`src/rtl/gcd_pkg.sv`:
```
// rtl/gcd_pkg.sv - shared state encoding, select constants and default widths for the GCD controller
package gcd_pkg;

  localparam int ITER_W_DEF = 16;

  typedef enum logic [2:0] {
    S_IDLE  = 3'd0,
    S_LD_A  = 3'd1,
    S_LD_B  = 3'd2,
    S_CMP   = 3'd3,
    S_SUB_A = 3'd4,
    S_SUB_B = 3'd5,
    S_DONE  = 3'd6
  } gcd_state_e;

  // Subtractor operand selects and bus source selects
  localparam logic SEL_A    = 1'b1;
  localparam logic SEL_B    = 1'b0;
  localparam logic SEL_DATA = 1'b1;
  localparam logic SEL_SUB  = 1'b0;

endpackage

```
`src/rtl/gcd_ctrl_if.sv`:
```
// rtl/gcd_ctrl_if.sv - controller <-> datapath/requester signal bundle; GCD_CTRL_ZERO_CHECK_EN adds zero flags
interface gcd_ctrl_if #(
  parameter int ITER_W = gcd_pkg::ITER_W_DEF
);

  logic              start;
  logic              gt;
  logic              lt;
  logic              eq;
`ifdef GCD_CTRL_ZERO_CHECK_EN
  logic              zero_a;
  logic              zero_b;
`endif
  logic              ldA;
  logic              ldB;
  logic              sel_in;
  logic              sel1;
  logic              sel2;
  logic              req_a;
  logic              req_b;
  logic              busy;
  logic              done;
  logic              err;
  logic [ITER_W-1:0] iter_cnt;

`ifdef GCD_CTRL_ZERO_CHECK_EN
  modport master (
    output start, gt, lt, eq, zero_a, zero_b,
    input  ldA, ldB, sel_in, sel1, sel2, req_a, req_b, busy, done, err, iter_cnt
  );

  modport slave (
    input  start, gt, lt, eq, zero_a, zero_b,
    output ldA, ldB, sel_in, sel1, sel2, req_a, req_b, busy, done, err, iter_cnt
  );
`else
  modport master (
    output start, gt, lt, eq,
    input  ldA, ldB, sel_in, sel1, sel2, req_a, req_b, busy, done, err, iter_cnt
  );

  modport slave (
    input  start, gt, lt, eq,
    output ldA, ldB, sel_in, sel1, sel2, req_a, req_b, busy, done, err, iter_cnt
  );
`endif

endinterface

```
`src/rtl/gcd_iter_cnt.sv`:
```
// rtl/gcd_iter_cnt.sv - saturating subtraction counter with clear, increment and limit-hit flag
module gcd_iter_cnt #(
  parameter int          ITER_W   = 16,
  parameter int unsigned MAX_ITER = 16'hFFFF
) (
  input  logic              clk,
  input  logic              rst_n,
  input  logic              clr,
  input  logic              inc,
  output logic [ITER_W-1:0] cnt,
  output logic              limit_hit
);

  localparam logic [ITER_W-1:0] LIMIT   = ITER_W'(MAX_ITER);
  localparam logic [ITER_W-1:0] CNT_MAX = '1;
  localparam logic [ITER_W-1:0] CNT_ONE = ITER_W'(1);

  always_ff @(posedge clk or negedge rst_n) begin
    if (!rst_n) begin
      cnt <= '0;
    end else if (clr) begin
      cnt <= '0;
    end else if (inc && (cnt != CNT_MAX)) begin
      cnt <= cnt + CNT_ONE;
    end
  end

  assign limit_hit = (cnt >= LIMIT);

endmodule

```
`src/rtl/gcd_ctrl.sv`:
```
// rtl/gcd_ctrl.sv - subtractive GCD controller (Moore FSM); GCD_CTRL_ZERO_CHECK_EN enables zero-operand abort
module gcd_ctrl
  import gcd_pkg::*;
#(
  parameter int          ITER_W   = ITER_W_DEF,
  parameter int unsigned MAX_ITER = 16'hFFFF
) (
  input  logic     clk,
  input  logic     rst_n,
  gcd_ctrl_if.slave ctl
);

  gcd_state_e        state_q;
  gcd_state_e        state_d;
  logic              err_q;
  logic              set_err;
  logic              run_start;
  logic              cnt_inc;
  logic              limit_hit;
  logic              zero_hit;
  logic [ITER_W-1:0] cnt;

  assign run_start = (state_q == S_IDLE) && ctl.start;
  assign cnt_inc   = (state_q == S_SUB_A) || (state_q == S_SUB_B);

`ifdef GCD_CTRL_ZERO_CHECK_EN
  // Only the compare straight after loading sees the original operands
  logic first_cmp_q;

  always_ff @(posedge clk or negedge rst_n) begin
    if (!rst_n) begin
      first_cmp_q <= 1'b0;
    end else begin
      first_cmp_q <= (state_q == S_LD_B);
    end
  end

  assign zero_hit = first_cmp_q && (ctl.zero_a ^ ctl.zero_b) && (ctl.gt || ctl.lt);
`else
  assign zero_hit = 1'b0;
`endif

  gcd_iter_cnt #(
    .ITER_W   (ITER_W),
    .MAX_ITER (MAX_ITER)
  ) u_iter_cnt (
    .clk       (clk),
    .rst_n     (rst_n),
    .clr       (run_start),
    .inc       (cnt_inc),
    .cnt       (cnt),
    .limit_hit (limit_hit)
  );

  always_ff @(posedge clk or negedge rst_n) begin
    if (!rst_n) begin
      state_q <= S_IDLE;
      err_q   <= 1'b0;
    end else begin
      state_q <= state_d;
      if (run_start) begin
        err_q <= 1'b0;
      end else if (set_err) begin
        err_q <= 1'b1;
      end
    end
  end

  always_comb begin
    state_d = state_q;
    set_err = 1'b0;
    case (state_q)
      S_IDLE:  if (ctl.start) state_d = S_LD_A;
      S_LD_A:  state_d = S_LD_B;
      S_LD_B:  state_d = S_CMP;
      S_CMP: begin
        // Equality wins even at the iteration limit: that run finished cleanly
        if (ctl.eq) begin
          state_d = S_DONE;
        end else if (zero_hit || limit_hit) begin
          state_d = S_DONE;
          set_err = 1'b1;
        end else if (ctl.gt) begin
          state_d = S_SUB_A;
        end else if (ctl.lt) begin
          state_d = S_SUB_B;
        end
      end
      S_SUB_A: state_d = S_CMP;
      S_SUB_B: state_d = S_CMP;
      S_DONE:  state_d = S_IDLE;
      default: state_d = S_IDLE;
    endcase
  end

  always_comb begin
    ctl.ldA      = 1'b0;
    ctl.ldB      = 1'b0;
    ctl.sel_in   = SEL_SUB;
    ctl.sel1     = SEL_B;
    ctl.sel2     = SEL_B;
    ctl.req_a    = 1'b0;
    ctl.req_b    = 1'b0;
    ctl.busy     = (state_q != S_IDLE);
    ctl.done     = (state_q == S_DONE);
    ctl.err      = err_q;
    ctl.iter_cnt = cnt;
    case (state_q)
      S_LD_A: begin
        ctl.ldA    = 1'b1;
        ctl.sel_in = SEL_DATA;
        ctl.req_a  = 1'b1;
      end
      S_LD_B: begin
        ctl.ldB    = 1'b1;
        ctl.sel_in = SEL_DATA;
        ctl.req_b  = 1'b1;
      end
      S_SUB_A: begin
        ctl.ldA  = 1'b1;
        ctl.sel1 = SEL_A;
        ctl.sel2 = SEL_B;
      end
      S_SUB_B: begin
        ctl.ldB  = 1'b1;
        ctl.sel1 = SEL_B;
        ctl.sel2 = SEL_A;
      end
      default: ;
    endcase
  end

endmodule
```
`src/flat_wrapper.sv`:
```
// flat-port wrapper written by rule: the top's interface ports become plain ports
module gcd_ctrl_flat import gcd_pkg::*;
#(
  parameter int          ITER_W   = ITER_W_DEF,
  parameter int unsigned MAX_ITER = 16'hFFFF
)
  (clk, rst_n, ctl_start, ctl_gt, ctl_lt, ctl_eq, ctl_ldA, ctl_ldB, ctl_sel_in, ctl_sel1, ctl_sel2, ctl_req_a, ctl_req_b, ctl_busy, ctl_done, ctl_err, ctl_iter_cnt);
  gcd_ctrl_if #(.ITER_W(ITER_W)) ctl_i ();
  input  logic clk;
  input  logic rst_n;
  input wire logic [$bits(ctl_i.start)-1:0] ctl_start;
  input wire logic [$bits(ctl_i.gt)-1:0] ctl_gt;
  input wire logic [$bits(ctl_i.lt)-1:0] ctl_lt;
  input wire logic [$bits(ctl_i.eq)-1:0] ctl_eq;
  output wire logic [$bits(ctl_i.ldA)-1:0] ctl_ldA;
  output wire logic [$bits(ctl_i.ldB)-1:0] ctl_ldB;
  output wire logic [$bits(ctl_i.sel_in)-1:0] ctl_sel_in;
  output wire logic [$bits(ctl_i.sel1)-1:0] ctl_sel1;
  output wire logic [$bits(ctl_i.sel2)-1:0] ctl_sel2;
  output wire logic [$bits(ctl_i.req_a)-1:0] ctl_req_a;
  output wire logic [$bits(ctl_i.req_b)-1:0] ctl_req_b;
  output wire logic [$bits(ctl_i.busy)-1:0] ctl_busy;
  output wire logic [$bits(ctl_i.done)-1:0] ctl_done;
  output wire logic [$bits(ctl_i.err)-1:0] ctl_err;
  output wire logic [$bits(ctl_i.iter_cnt)-1:0] ctl_iter_cnt;
  assign ctl_i.start = ctl_start;
  assign ctl_i.gt = ctl_gt;
  assign ctl_i.lt = ctl_lt;
  assign ctl_i.eq = ctl_eq;
  assign ctl_ldA = ctl_i.ldA;
  assign ctl_ldB = ctl_i.ldB;
  assign ctl_sel_in = ctl_i.sel_in;
  assign ctl_sel1 = ctl_i.sel1;
  assign ctl_sel2 = ctl_i.sel2;
  assign ctl_req_a = ctl_i.req_a;
  assign ctl_req_b = ctl_i.req_b;
  assign ctl_busy = ctl_i.busy;
  assign ctl_done = ctl_i.done;
  assign ctl_err = ctl_i.err;
  assign ctl_iter_cnt = ctl_i.iter_cnt;
  gcd_ctrl #(.ITER_W(ITER_W), .MAX_ITER(MAX_ITER)) u_core (.clk(clk), .rst_n(rst_n), .ctl(ctl_i));
endmodule
```
`config.mk`:
```
export PLATFORM = sky130hd
export DESIGN_NAME = gcd_ctrl_flat
export DESIGN_NICKNAME = d
export VERILOG_FILES = /design/src/rtl/gcd_pkg.sv /design/src/rtl/gcd_ctrl_if.sv /design/src/rtl/gcd_iter_cnt.sv /design/src/rtl/gcd_ctrl.sv /design/src/flat_wrapper.sv
export SDC_FILE = /design/constraint.sdc
export NUM_CORES = 1
export LEC_CHECK = 0
export CAP_MARGIN = 20
export CORE_UTILIZATION = 40
export DETAILED_ROUTE_END_ITERATION = 16
export GPL_ROUTABILITY_DRIVEN = 1
export GPL_TIMING_DRIVEN = 1
export PLACE_DENSITY = 0.69
export SLEW_MARGIN = 20
export SYNTH_ARGS = -nofsm -noshare
export SYNTH_HDL_FRONTEND = slang
export SYNTH_SLANG_ARGS = --single-unit
```
`constraint.sdc`:
```
create_clock -name clk -period 2.85 [get_ports clk]
set_input_delay 0.57 -clock clk [delete_from_list [all_inputs] [get_ports clk]]
set_output_delay 0.57 -clock clk [all_outputs]
set_load 0.005 [all_outputs]
```
==> results of run 1 <==
kinds of logic after synthesis:
family,Yosys count
flip-flops,20
adder cells (fa/ha/maj),1
AND/OR/NAND/NOR,71
multiplexers,2
AO/OA/AOI/OAI,34
buffers and inverters,9
flip-flops by register name, indices dropped and copies added (netlist names):
name	cells
u_core.u_iter_cnt.cnt	16
u_core.state_q	3
u_core.ctl.err	1
report_power, final:
group          switching, mW  internal (mW)
Clock                 0.0962          0.142
Sequential             0.137          0.354
Combinational          0.219          0.320
Yosys cell counts, drive strengths merged, types with 3 or more instances:
cell type,instances
nor2,11
inv,4
clkbuf,4
nand2,13
nor4,6
or3,4
o21ai,6
dfrtp,20
nor2b,3
a31oi,5
o31ai,3
and3,7
nor3,4
a21oi,7
nand3,7
a211oi,5
nor3b,3
area by class of cell:
class	instances	area [sq um]
Clock buffer	3	22.52
Inverter	4	15.01
Clock inverter	1	30.03
Fill cell	282	1225
Timing Repair Buffer	32	317.8
Sequential cell	20	500.5
Tap cell	31	38.79
Multi-Input combinational cell	108	703.2
worst max-delay path, cell delays in order, from the launching register on:
cell and delay (ns):
dfrtp_1 0.51, nor2b_2 0.41, and2_1 0.20, or2_2 0.11, clkdlybuf4s50_1 0.49
what timing repair did:
item,in CTS,in global routing
resized for setup,0,1
hold buffers,0,0
endpoints found under the setup margin,0,2
final timing paths:
check | startpoint | end | depth (start not counted)
setup / recovery | u_core.state_q[2] | ctl_ldB | 4
hold / removal | u_core.ctl.err | u_core.ctl.err | 2
setup reg to reg | u_core.u_iter_cnt.cnt[0] | u_core.u_iter_cnt.cnt[2] | 5
hold reg to reg | u_core.ctl.err | u_core.ctl.err | 2
max in group asynchronous | rst_n | u_core.u_iter_cnt.cnt[0] | 2
min in group asynchronous | rst_n | u_core.u_iter_cnt.cnt[14] | 2
through the flow:
stage / cells / worst slack [ns] / instance area (sq um) / util (%)
after floorplan: 137 / 1.021 / 1237 / -
after detailed placement: 195 / 0.4261 / 1573 / 55.13
final: 199 / 0.2623 / 1628 / 57.06
after CTS: 199 / 0.07855 / 1625 / 56.97
after global routing: 199 / 0.1116 / 1628 / 57.06
after global placement: 195 / 0.4673 / 1573 / 55.13
layer usage:
| layer | routed length [microns] | up-vias | share of wire (%) | track usage, % |
|---|---|---|---|---|
| met3 | 97 | 5 | 3.1 | 2.232 |
| met1 | 1337 | 594 | 43 | 25.99 |
| met5 | 0 | - | 0 | 0 |
| met4 | 42 | 0 | 1.3 | 6.272 |
| li1 | - | 587 | - | - |
| met2 | 1637 | 31 | 53 | 38.37 |
==> flow_summary.toml, run 1 <==
[synthesis]
synthAdderAreaFrac_pct = 1.011
yosys.area.top_type_share_pct = 40.44
synth-compound-area-share_pct = 18.30
synthMuxAreaShare_pct = 1.618
ys_warn_count = 0
synth_cells = 137
synth-seq-cells = 20
synthDistinctLibCells = 43
ys.flop_type = "dfrtp_1"
synth_area_per_cell_sq_um = 9.032
synth_top_family_by_area = "simple AND/OR/NAND/NOR gates"
yosys.area_share.simple_pct = 35.69
synthArstFlopShare_pct = 100.0
synth_top_area_cell = "dfrtp_1"
synth_edf_count = 0
synth_xor_xnor_area_share_pct = 0
syn-num-nets = 144
synth_area_sq_um = 1237
ys_top_cells_by_area = "dfrtp_1 40%, nand2_1 3.9%, nor2_1 3.3%"
synth-seq-area-share_pct = 40.44

[floorplan]
die_y_microns = 57.62
die_area_sq_um = 3320
io_pins = 32
core_sq_um = 2853
row_count = 19
start_util_pct = 43.38
die_x_microns = 57.62

[detailed_routing]
ant_nets = 0
drt_pass1_iterations = 10
via_per_inst = 6.116
drtIter0Drc = 36
drt_wl_total_mm = 3.114
vias = 1217
wire_per_inst_microns = 15.65
drc = 2

[worst_setup_path]
reg2reg_slack_ns = 0.70
endpoint_kind = "primary output"
critPathArrivalTime_ns = 2.02
crit_fanout = 11
worstPathRequired_ns = 2.28
path_class = "flip-flop to primary output"
critPathLaunchType = "flip-flop"

[cts]
cts_buffer_depth = 2
clkSinkCount = 20
insertion_delay_ns = 0.31
path_clk_slew_ns = 0.13
clock-root-buffer = "clkbuf_4"
numCtsBuffers = 3
post_cts_buffers = 0
htreeDepth = 1
tritoncts = "built"

[finish]
drive_gt1_share_pct = 10.71
diodes = 0
final_common_cell = "clkdlybuf4s50_1"
final_nets = 176
mostFrequentLayoutCells = "31 x clkdlybuf4s50_1, 20 x dfrtp_1, 13 x nand2_1"
syn_to_final_growth_pct = 31.55

[placement]
port_buffers = 31
gp_congestion = 0.8160
hpwl_mm = 2.288

[timing]
rsz0062_at_grt = "no"
final.setup.tns_ns = 0
final_max_slew_viol_count = 0
holdWs_ns = 0.5282
period_share_pct = 90.80
skew_ns = 0.008540
fin_crit_ns = 2.588
max_freq_mhz = 386.4
setup_viol = 0
hold_violations = 0
worst_pin_slew_ns = 0.7432
relSlewSlack_pct = 50.27

[grt]
grt_pass1_wl_mm = 5.437
grt_max_degree = 21
first_global_vias = 1182
antenna_found_initial = 0
grt_usage_pct = 21.01
overflow = 0

[hold_path]
hold_path.class = "flip-flop to flip-flop"

[pwr]
ir_worst_vdd_v = 0.0006399
p_per_area_nw_per_um2 = 779.3
leakagePower_nw = 0.6610
total_power_mw = 1.269

[job]
maxCapViolations = 0

[status]
violations = "design-rule violations"
status = "complete, but fails checks"
Note: power is estimated with default switching activity, not from simulation.
==> inputs of run 2 (changes only) <==
--- a/config.mk
+++ b/config.mk
@@ -6,11 +6,11 @@
 export NUM_CORES = 1
 export LEC_CHECK = 0
 export CAP_MARGIN = 20
-export CORE_UTILIZATION = 40
+export CORE_UTILIZATION = 52
 export DETAILED_ROUTE_END_ITERATION = 16
 export GPL_ROUTABILITY_DRIVEN = 1
 export GPL_TIMING_DRIVEN = 1
-export PLACE_DENSITY = 0.69
+export PLACE_DENSITY = 0.85
 export SLEW_MARGIN = 20
 export SYNTH_ARGS = -nofsm -noshare
 export SYNTH_HDL_FRONTEND = slang
==> flow_summary.toml, run 2 (synthesized netlist as in run 1, its figures left out) <==
[grt]
grt_max_degree = 21
grt_pass1_wl_mm = 4.968
first_global_vias = 1078
overflow = 0
antenna_found_initial = 0
grt_usage_pct = 26.41

[worst_setup_path]
critPathArrivalTime_ns = 1.99
cp_slowest_cell = "dfrtp_1"
endpoint = "ctl_sel_in"
cp_cell_sequence = "nor2b_1 -> nor2b_1 -> nand2b_1 -> clkdlybuf4s50_1"
crit_fanout = 10
endpoint_kind = "primary output"
r2r-end = "u_core.u_iter_cnt.cnt[4]"
r2r_cells = 5
max_stage_delay_ns = 0.51
reg2reg_slack_ns = 0.67
path_class = "flip-flop to primary output"
worstPathRequired_ns = 2.28
cpMostUsedCell = "nor2b_1"
critPathLaunchType = "flip-flop"
reg2reg_from = "u_core.u_iter_cnt.cnt[0]"
worstSetupStartpoint = "u_core.state_q[1]"

[timing]
period_share_pct = 89.89
worst_pin_slew_ns = 0.8957
final.setup.tns_ns = 0
final_max_slew_viol_count = 0
holdWs_ns = 0.5191
rsz0062_at_grt = "no"
max_freq_mhz = 390.4
relSlewSlack_pct = 40.10
skew_ns = 0.003886
hold_violations = 0
fin_crit_ns = 2.562
setup_viol = 0
worst_slack_ns = 0.2882

[finish]
largest_reg_flops = 16
regArea_sq_um = 500.5
largest_register = "u_core.u_iter_cnt.cnt"
n_fill_cell = 176
mostFrequentLayoutCells = "31 x clkdlybuf4s50_1, 20 x dfrtp_1, 13 x nand2_1"
final_nets = 176
postLayoutCellArea_sq_um = 1622
multiInputGateArea_sq_um = 700.7
final_common_cell = "clkdlybuf4s50_1"
drive_gt1_share_pct = 10.12
diodes = 0
syn_to_final_growth_pct = 31.04

[placement]
gp_congestion = 0.8477
port_buffers = 31
place_ws_ns = 0.4327
postPlaceCellArea_sq_um = 1569
hpwl_mm = 2.195

[floorplan]
row_count = 17
core_sq_um = 2233
die_x_microns = 50.78
die_area_sq_um = 2579
die_y_microns = 50.78
start_util_pct = 55.41
io_pins = 32

[cts]
path_clk_slew_ns = 0.12
cts_buffer_depth = 2
clkSinkCount = 20
cts_resized = 0
tritoncts = "built"
insertion_delay_ns = 0.31
post_cts_buffers = 0
numCtsBuffers = 3
htreeDepth = 1
clock-root-buffer = "clkbuf_4"
cts_hold_buf = 0

[detailed_routing]
drt_wl_total_mm = 3.088
wire_per_inst_microns = 15.76
via_per_inst = 6.347
drc = 0
drtIter0Drc = 41
ant_nets = 0
drt_pass1_iterations = 4
vias = 1244

[status]
status = "finished clean"

[hold_path]
hold_path.class = "flip-flop to flip-flop"
min_from = "u_core.ctl.err"

[job]
maxCapViolations = 0

[pwr]
ir_worst_vdd_v = 0.0006214
leakagePower_nw = 0.6612
total_power_mw = 1.268
p_per_area_nw_per_um2 = 782.0
==> run 2: cell types whose count changed in the layout (fill, tap and decap cells not counted) <==
cell	before	now
nor2b_1	2	3
nor2b_2	1	0
==> run 2: area by class of cell <==
class | instances | area share [%]
sequential | 20 | 30.86
multi-input combinational | 108 | 43.21
timing repair buffer | 32 | 19.60
clock inverter | 1 | 1.852
inverter | 4 | 0.9259
clock buffer | 3 | 1.389
tap | 28 | 2.160
==> run 2: worst min path at each step <==
| stage | endpoint | depth (start not counted) |
|---|---|---|
| 2_1_floorplan | u_core.ctl.err | 0 |
| 3_3_place_gp | u_core.ctl.err | 2 |
| 3_5_place_dp | u_core.ctl.err | 2 |
| 4_1_cts | u_core.ctl.err | 2 |
| 5_1_grt | u_core.ctl.err | 2 |
| 6_report | u_core.ctl.err | 2 |
==> run 2: worst max-delay path: cells and delay by family (launching register included) <==
family                 cells  cell delay, ns
DFF                        1            0.51
buffers and inverters      1            0.50
and+or+nand+nor            3            0.66
==> run 2: stage by stage <==
step | cells | util (%)
2_1_floorplan | 137 | -
3_3_place_gp | 192 | 70.25
3_5_place_dp | 192 | 70.25
4_1_cts | 196 | 72.61
5_1_grt | 196 | 72.61
6_report | 196 | 72.61
==> run 2: per-layer routing <==
metal	part of all wire (%)	track usage, %
met5	0	0
met4	2.0	13.89
met3	6.8	4.545
met2	49	43.33
met1	42	33.01
==> run 2: power by group <==
| part | internal (mW) | switching (mW) | total (mW) |
|---|---|---|---|
| Sequential | 0.354 | 0.137 | 0.491 |
| Clock | 0.142 | 0.0935 | 0.236 |
| Combinational | 0.323 | 0.218 | 0.541 |
| Total | 0.819 | 0.449 | 1.27 |
